File: config.mk
export PLATFORM = sky130hd
export DESIGN_NAME = rf_correlator_bank
export DESIGN_NICKNAME = d
export VERILOG_FILES = /design/src/rtl/rf_corr_pkg.sv /design/src/rtl/corr_score.sv /design/src/rtl/rf_correlator_bank.sv
export SDC_FILE = /design/constraint.sdc
export NUM_CORES = 2
export LEC_CHECK = 0
export CAP_MARGIN = 40
export CORE_ASPECT_RATIO = 1.4
export CORE_MARGIN = 8
export CORE_UTILIZATION = 54
export CTS_CLUSTER_SIZE = 12
export DETAILED_ROUTE_END_ITERATION = 16
export PLACE_DENSITY = 0.69
export SETUP_SLACK_MARGIN = 0.2
export SYNTH_ARGS = -nofsm -noshare
export SYNTH_HDL_FRONTEND = slang
export SYNTH_SLANG_ARGS = --single-unit
File: constraint.sdc
create_clock -name Clock -period 37.2 [get_ports Clock]
set_input_delay 3.72 -clock Clock [delete_from_list [all_inputs] [get_ports Clock]]
set_output_delay 3.72 -clock Clock [all_outputs]
set_load 0.01 [all_outputs]
File: src/rtl/rf_corr_pkg.sv
// -----------------------------------------------------------------------------
// rf_corr_pkg
//   Shared defaults and helpers for the RF correlator bank.
//   - CODE_LEN_DEF  : bits per symbol window / reference code
//   - NUM_CODES_DEF : number of programmable reference codes
//   - clog2()       : ceiling log2, used to size index and score fields
// -----------------------------------------------------------------------------
`timescale 1ns/1ps
package rf_corr_pkg;

  localparam int CODE_LEN_DEF  = 32'sd32;
  localparam int NUM_CODES_DEF = 32'sd16;

  // Ceiling log2; never returns less than 1 so derived vectors stay legal.
  function automatic int clog2(input int value);
    int result;
    int rem;
    result = 32'sd0;
    rem    = value - 32'sd1;
    while (rem > 32'sd0) begin
      result = result + 32'sd1;
      rem    = rem >>> 1;
    end
    if (result < 32'sd1) begin
      result = 32'sd1;
    end else begin
      result = result;
    end
    return result;
  endfunction

endpackage

File: src/rtl/corr_score.sv
// -----------------------------------------------------------------------------
// corr_score
//   Combinational agreement score of one symbol window against one code:
//   score = CODE_LEN - popcount(window ^ code), kept at full SCORE_W width.
//   Ports:
//     window : received symbol window
//     code   : reference code
//     score  : number of agreeing bit positions (0..CODE_LEN)
// -----------------------------------------------------------------------------
`timescale 1ns/1ps
module corr_score
  import rf_corr_pkg::*;
#(
  parameter int CODE_LEN = CODE_LEN_DEF,
  parameter int SCORE_W  = clog2(CODE_LEN_DEF + 32'sd1)
) (
  input  logic [CODE_LEN-1:0] window,
  input  logic [CODE_LEN-1:0] code,
  output logic [SCORE_W-1:0]  score
);

  logic [CODE_LEN-1:0] diff_s;
  logic [SCORE_W-1:0]  ones_s;

  // Count disagreeing bits and convert to an agreement count.
  always_comb begin
    diff_s = window ^ code;
    ones_s = '0;
    for (int i = 0; i < CODE_LEN; i++) begin
      ones_s = ones_s + SCORE_W'(diff_s[i]);
    end
    score = SCORE_W'(CODE_LEN) - ones_s;
  end

endmodule

File: src/rtl/rf_correlator_bank.sv
// -----------------------------------------------------------------------------
// rf_correlator_bank
//   Serial symbol correlator: accumulates CODE_LEN bits (MSB first) into a
//   window, scores it against NUM_CODES programmable reference codes and
//   reports the best match (ties -> lowest index) through a valid/ready
//   output register. Result appears two cycles after the completing bit.
//
//   Ports:
//     Clock, Reset_n          : rising-edge clock, async active-low reset
//     Bit_valid, Bit_stream   : serial bit input, sampled when Bit_valid=1
//     Sync                    : realign symbol boundary (a bit accepted in the
//                               same cycle becomes bit 0 of the new symbol)
//     Code_wr_en/addr/data    : reference code write port
//     Out_ready               : consumer accepts held result
//     Out_valid/idx/score     : best-match result, held until accepted
//     Overrun                 : sticky, an unconsumed result was overwritten
//
//   Build option RF_CORR_THRESH_EN adds input Thresh and output Out_hit
//   (Out_hit = Out_score >= Thresh, registered with the result).
// -----------------------------------------------------------------------------
`timescale 1ns/1ps
module rf_correlator_bank
  import rf_corr_pkg::*;
#(
  parameter  int CODE_LEN  = CODE_LEN_DEF,
  parameter  int NUM_CODES = NUM_CODES_DEF,
  localparam int IDX_W     = clog2(NUM_CODES),
  localparam int SCORE_W   = clog2(CODE_LEN + 32'sd1)
) (
  input  logic                Clock,
  input  logic                Reset_n,
  input  logic                Bit_valid,
  input  logic                Bit_stream,
  input  logic                Sync,
  input  logic                Code_wr_en,
  input  logic [IDX_W-1:0]    Code_wr_addr,
  input  logic [CODE_LEN-1:0] Code_wr_data,
  input  logic                Out_ready,
  output logic                Out_valid,
  output logic [IDX_W-1:0]    Out_idx,
  output logic [SCORE_W-1:0]  Out_score,
`ifdef RF_CORR_THRESH_EN
  input  logic [SCORE_W-1:0]  Thresh,
  output logic                Out_hit,
`endif
  output logic                Overrun
);

  localparam int CNT_W = clog2(CODE_LEN);
  localparam logic [CNT_W-1:0] LAST_CNT = CNT_W'(CODE_LEN - 32'sd1);

  // Only the newest CODE_LEN-1 bits are kept; the completing bit is taken
  // straight from Bit_stream to form the full window.
  logic [CODE_LEN-2:0]  shift_r;
  logic [CNT_W-1:0]     cnt_r;
  logic [CODE_LEN-1:0]  code_r [NUM_CODES];

  logic [CODE_LEN-1:0]  window_s;
  logic                 sym_done_s;
  logic [SCORE_W-1:0]   score_s    [NUM_CODES];
  logic [SCORE_W-1:0]   s1_score_r [NUM_CODES];
  logic                 s1_valid_r;

  logic [IDX_W-1:0]     best_idx_s;
  logic [SCORE_W-1:0]   best_score_s;

  logic                 out_valid_r;
  logic [IDX_W-1:0]     out_idx_r;
  logic [SCORE_W-1:0]   out_score_r;
  logic                 overrun_r;
`ifdef RF_CORR_THRESH_EN
  logic                 out_hit_r;
`endif

  // Window assembly and symbol-completion detect (Sync wins over completion).
  always_comb begin
    window_s   = {shift_r, Bit_stream};
    sym_done_s = Bit_valid & ~Sync & (cnt_r == LAST_CNT);
  end

  // Serial shift register and modulo-CODE_LEN bit counter.
  always_ff @(posedge Clock or negedge Reset_n) begin
    if (!Reset_n) begin
      shift_r <= '0;
      cnt_r   <= '0;
    end else begin
      if (Bit_valid) begin
        shift_r <= window_s[CODE_LEN-2:0];
      end
      if (Sync) begin
        cnt_r <= Bit_valid ? CNT_W'(1) : CNT_W'(0);
      end else if (Bit_valid) begin
        cnt_r <= (cnt_r == LAST_CNT) ? CNT_W'(0) : cnt_r + CNT_W'(1);
      end
    end
  end

  // Reference code storage; scores this cycle still see the pre-write code.
  always_ff @(posedge Clock or negedge Reset_n) begin
    if (!Reset_n) begin
      for (int i = 0; i < NUM_CODES; i++) begin
        code_r[i] <= '0;
      end
    end else if (Code_wr_en) begin
      code_r[Code_wr_addr] <= Code_wr_data;
    end
  end

  genvar g;
  for (g = 0; g < NUM_CODES; g++) begin : g_score
    corr_score #(
      .CODE_LEN (CODE_LEN),
      .SCORE_W  (SCORE_W)
    ) u_score (
      .window (window_s),
      .code   (code_r[g]),
      .score  (score_s[g])
    );
  end

  // Stage 1: capture all scores of a completed window.
  always_ff @(posedge Clock or negedge Reset_n) begin
    if (!Reset_n) begin
      s1_valid_r <= 1'b0;
      for (int i = 0; i < NUM_CODES; i++) begin
        s1_score_r[i] <= '0;
      end
    end else begin
      s1_valid_r <= sym_done_s;
      if (sym_done_s) begin
        for (int i = 0; i < NUM_CODES; i++) begin
          s1_score_r[i] <= score_s[i];
        end
      end
    end
  end

  // Best-score search; strict compare keeps the lowest index on ties.
  always_comb begin
    best_idx_s   = '0;
    best_score_s = s1_score_r[0];
    for (int i = 1; i < NUM_CODES; i++) begin
      if (s1_score_r[i] > best_score_s) begin
        best_idx_s   = IDX_W'(i);
        best_score_s = s1_score_r[i];
      end else begin
        best_score_s = best_score_s;
      end
    end
  end

  // Stage 2: output hold register with valid/ready handshake and overrun.
  always_ff @(posedge Clock or negedge Reset_n) begin
    if (!Reset_n) begin
      out_valid_r <= 1'b0;
      out_idx_r   <= '0;
      out_score_r <= '0;
      overrun_r   <= 1'b0;
`ifdef RF_CORR_THRESH_EN
      out_hit_r   <= 1'b0;
`endif
    end else begin
      if (s1_valid_r) begin
        out_valid_r <= 1'b1;
        out_idx_r   <= best_idx_s;
        out_score_r <= best_score_s;
`ifdef RF_CORR_THRESH_EN
        out_hit_r   <= (best_score_s >= Thresh);
`endif
        if (out_valid_r && !Out_ready) begin
          overrun_r <= 1'b1;
        end
      end else if (out_valid_r && Out_ready) begin
        out_valid_r <= 1'b0;
      end
    end
  end

  assign Out_valid = out_valid_r;
  assign Out_idx   = out_idx_r;
  assign Out_score = out_score_r;
  assign Overrun   = overrun_r;
`ifdef RF_CORR_THRESH_EN
  assign Out_hit   = out_hit_r;
`endif

endmodule
Word level (Yosys, flattened, before mapping)
Index checks and enable logic that the tools add are counted.

Output and inout bits: 12. Input bits: 43. Flip-flop bits (word level): 657. RAM bits: 0. Bits in read-only memories: 0. Logic and storage cells: 636. Latch bits: 0. Memories kept: 0.

Shifts and indexed selects: 0. Multiply operators: 0. $add $sub $neg: 513. Equality and inequality tests: 1. Bitwise logic cells: 20. Magnitude comparators: 17. Reduce and logical (&&, ||, !) cells: 7. Divide/modulo/power cells: 0. Muxes and demuxes: 39.

Operators with widths (number): $add 6x1->6 (480); $bwmux 512 (1); $xor 32x32->32 (16); $demux 32 s4 (1); $sub 6x6->6 const A (16); $gt 6x6->1 (15); $mux 6 (15); $mux 4 (14); $add 1x1->2 (16); $mux 32 (1); $mux 5 (3); $add 5x1->5 const B (1); $eq 5x5->1 const B (1); $ge 5x5->1 const B (1); $lt 5x1->1 const B (1); $not 4->5 (1); $mux 1 (4); $reduce_bool 2->1 (2); $logic_and 1x1->1 (3); $and 1x1->1 (2); $reduce_and 2->1 (1); $logic_not 1->1 (1); $not 1->1 (1).

Longest topological paths before layout
Depth after elaboration: 33. Depth in mapped cells: 155. Depth with buffers taken out: 149.

Cells and area by module
A second synthesis with hierarchy kept.

Cell total of the unflattened synthesis: 4525. Area, all modules: 50714.9 um2.

Modules (own cells, without submodules): rf_correlator_bank (seq. area each 16440.8 um2, instances 1, cells an instance 2285, area an instance 28994.1 um2); corr_score (seq. area each 0.0 um2, instances 16, cells an instance 140, area an instance 1357.6 um2).

Least setup slack after synthesis
Ideal clock, no wire load.

Kind: reg2reg. From: reg s1_score_r[94] (netlist name). To: reg out_score_r[0] (netlist: Out_score[0]). Path buffers: 6. Cell stages (with the launch flop): 142. Setup time: 0.126 ns. Path slack: 11.247 ns. Period minus slack after synthesis: 25.953 ns. Data arrival time: 25.828 ns. Required time: 37.074 ns. Cell sequence: dfrtp_1 > inv_1 > ha_1 > and4_1 > buf_4 > o21ai_2 > a31oi_4 > nor2_1 > a21oi_1 > ha_1 > a21oi_1 > nor3_1 > a41o_1 > o211ai_1 > a22o_1 > clkbuf_1 > nor2_1 > a21oi_1 > (+106 left out) > inv_1 > ha_1 > nand3_1 > or4_1 > a22o_1 > nand2_1 > o21ai_4 > mux2_2 > ha_1 > nor2b_1 > o21ai_0 > nand2b_1 > a21oi_1 > nor2b_1 > o21ai_0 > a32oi_1 > nor2_1 > a221o_1.

Word-level cells in the longest chain between the ends: 30.

RTL lines: from (decl) (line rf_correlator_bank.sv:61) `logic [SCORE_W-1:0] s1_score_r [NUM_CODES];`; from (signal, indexed assignment) (line rf_correlator_bank.sv:132) `s1_score_r[i] <= score_s[i];`; $gt 6x6->1 (line rf_correlator_bank.sv:143) `if (s1_score_r[i] > best_score_s) begin`; $mux 6 * (line rf_correlator_bank.sv:143); $gt 6x6->1 (line rf_correlator_bank.sv:143); $mux 6 * (line rf_correlator_bank.sv:143); $gt 6x6->1 (line rf_correlator_bank.sv:143); $mux 6 * (line rf_correlator_bank.sv:143); $gt 6x6->1 (line rf_correlator_bank.sv:143); $mux 6 * (line rf_correlator_bank.sv:143); (+14 left out); $gt 6x6->1 (line rf_correlator_bank.sv:143); $mux 6 * (line rf_correlator_bank.sv:143); $gt 6x6->1 (line rf_correlator_bank.sv:143); $mux 6 * (line rf_correlator_bank.sv:143); $gt 6x6->1 (line rf_correlator_bank.sv:143); $mux 6 * (line rf_correlator_bank.sv:143); $gt 6x6->1 (line rf_correlator_bank.sv:143); $mux 6 * (line rf_correlator_bank.sv:143); to (signal assigned) (line rf_correlator_bank.sv:166) `out_score_r <= best_score_s;`; to (decl) (line rf_correlator_bank.sv:69) `logic [SCORE_W-1:0] out_score_r;`.

Mark *: on every way between the ends. The rest lies on a longest branch, timed or not. A chain may end at the register's enable or synchronous reset.

Final worst setup path
Same ends and word-level chain as after synthesis.

==> impl_metrics.json <==
{
  "synth-edff-count": 0,
  "vias": 30600,
  "critPathLaunchType": "flop",
  "rows": 132,
  "yosysWarnings": 0,
  "clk_latency_ns": 0.62,
  "synth_area_per_cell_um2": 11.3,
  "holdCritPathClass": "reg2reg",
  "drt-initial-drc-count": 1546,
  "crit_slowest_cell": "a211oi_2",
  "status": "finished clean",
  "core_um2": 92500,
  "final_cell_mix": "inv_1 (751), dfrtp_1 (657), ha_1 (563)",
  "ant_nets": 0,
  "nets": 5463,
  "drv_slew": 0,
  "relSlewSlack": 0.381,
  "fmax_mhz": 33.3,
  "fin_ws_ns": 7.21,
  "dp_cells": 5605,
  "io-pin-count": 55,
  "grt_usage": 0.229,
  "cts_inserted_buffers": 72,
  "setup_violations": 0,
  "setup_tns_ns": 0,
  "cts_sinks": 657,
  "hold_viol": 0,
  "synthDistinctLibCells": 87,
  "critPathTopFamily": "compound AO/OA/AOI/OAI gates",
  "vias_per_cell": 5.35,
  "io_buffers": 54,
  "critical_path_class": "reg2reg",
  "worstMarginPinSlew_ns": 0.921,
  "diodes": 0,
  "die-area_um2": 103000,
  "postCtsHoldBufs": 0,
  "cap_violations": 0,
  "clock_skew_ns": 0.0212,
  "final_cells": 5725,
  "grt_setup_unrepaired": "false",
  "dieWidth_um": 274,
  "syn2layout_area_growth_pct": 9.28,
  "gp_congestion": 0.911,
  "crit_buf_inv": 12,
  "final_common_cell": "inv_1",
  "syn_nets": 5433,
  "cts_resized": 0,
  "syn_area_um2": 50300,
  "finalCriticalPeriod_ns": 29.99,
  "cts.clk_slew.worst_paths_ns": 0.06,
  "crit_top_cell": "ha_1",
  "grt_pass1_wl_mm": 185,
  "r2r-start": "s1_score_r[94]",
  "cts_root_buf": "clkbuf_16",
  "cts_buffer_depth": 3,
  "grt_pass1_vias": 32300,
  "synth_flop_cell": "dfrtp_1",
  "die_h_um": 377,
  "route.detailed.drc": 0,
  "cp_max_fo": 13,
  "slowest_delay_ns": 0.63,
  "worstPathRequired_ns": 37.69,
  "yosysSeqAreaShare": 0.327,
  "overflow": 0,
  "cts_setup_buffers": 0,
  "dp_hpwl_mm": 93.4,
  "synthCells": 4443,
  "grt_start_max_net_pins": 96,
  "post-route-period-util": 0.806,
  "final_area_um2": 55000,
  "crit_start": "s1_score_r[94]",
  "start_util": 0.544,
  "htree_levels": 3,
  "avgRoutedWirePerCell_um": 20.3,
  "pre_cts_ws_ns": 7.48,
  "dpl_cell_area_um2": 52700,
  "hold_start": "Overrun",
  "async_flop_share": 1.00,
  "drive_gt1_frac": 0.179,
  "antenna_found_initial": 2,
  "synth-seq-cells": 657,
  "wirelength_mm": 116,
  "cts_tree": "built",
  "firstDrtPassIters": 5,
  "end_kind": "flop",
  "crit_arrival_ns": 30.48
}
==> layout make-up <==
class,instances,area [µm²]
Sequential cell,657,16400
Timing Repair Buffer,148,1600
Clock inverter,15,119
Multi-Input combinational cell,2842,30400
Inverter,752,2820
Tap cell,1206,1510
Clock buffer,105,2140
Fill cell,7614,37500
==> sequential cells by signal, summed over array words and instances (netlist names) <==
signal      flops
code_r        512
s1_score_r     96
shift_r        31
Out_score       6
cnt_r           5
Out_idx         4
Out_valid       1
Overrun         1
s1_valid_r      1
==> kinds of logic (layout without fill, tap and decap cells) <==
family | count (synthesis) | after routing | share of synthesized area
fa+ha+maj | 947 | 947 | 0.293
simple gates | 429 | 429 | 0.0387
buf+inv | 944 | 1020 | 0.0707
xor+xnor | 560 | 560 | 0.0975
flops | 657 | 657 | 0.327
compound gates | 320 | 320 | 0.0425
mux | 586 | 586 | 0.131
==> metal layers <==
layer	global-route usage	part of all wire
met1	0.295	0.43
met2	0.407	0.51
met3	0.0264	0.031
met4	0.0585	0.024
met5	0	0.00023
==> cell usage after synthesis (4+ instances only) <==
| master | number | area (µm²) |
|---|---|---|
| inv_1 | 752 | 2820 |
| dfrtp_1 | 657 | 16400 |
| ha_1 | 563 | 7040 |
| mux2_2 | 561 | 6320 |
| xnor2_1 | 458 | 4010 |
| fa_1 | 384 | 7690 |
| nand2_1 | 214 | 803 |
| clkbuf_1 | 169 | 634 |
| o21ai_0 | 103 | 515 |
| xor2_1 | 102 | 893 |
| nor2_1 | 78 | 293 |
| a21oi_1 | 75 | 375 |
| a21o_1 | 27 | 203 |
| nand3_1 | 26 | 130 |
| mux2i_1 | 19 | 190 |
| buf_1 | 18 | 67.6 |
| nand4_1 | 15 | 93.8 |
| nand2b_1 | 13 | 81.3 |
| nor3_1 | 13 | 65.1 |
| a31oi_1 | 11 | 68.8 |
| nor2b_1 | 11 | 68.8 |
| and3_1 | 8 | 50.1 |
| or3_1 | 8 | 50.1 |
| and2_1 | 7 | 43.8 |
| a211o_1 | 6 | 52.6 |
| a311oi_1 | 6 | 52.6 |
| a31o_2 | 6 | 52.6 |
| o211ai_1 | 6 | 45.0 |
| o21a_1 | 6 | 45.0 |
| nand3b_1 | 5 | 37.5 |
| o211a_1 | 5 | 50.1 |
| or2_2 | 5 | 31.3 |
| a211oi_2 | 4 | 50.1 |
| nor4_1 | 4 | 25.0 |
| o2111ai_1 | 4 | 35.0 |
| o21ai_1 | 4 | 20.0 |
| o221ai_1 | 4 | 35.0 |
| o31ai_1 | 4 | 30.0 |
==> stage by stage <==
stage	hold slack, ns	utilization
2_1_floorplan	0.450	-
3_3_place_gp	0.448	0.563
3_5_place_dp	0.455	0.570
4_1_cts	0.469	0.594
5_1_grt	0.516	0.594
6_report	0.464	0.594
==> final timing paths <==
path,endpoint,slack [ns],depth (start not counted)
worst max-delay path,Out_score[0],7.21,137
worst min-delay path,Overrun,0.46,1
worst max register to register,Out_score[0],7.21,137
worst min register to register,Overrun,0.46,1
max in group asynchronous,code_r[278],31.60,4
min in group asynchronous,code_r[7],3.15,1
Power is not shown: default switching activity piles up to over one toggle a cycle in this logic, so the estimate is an artifact.
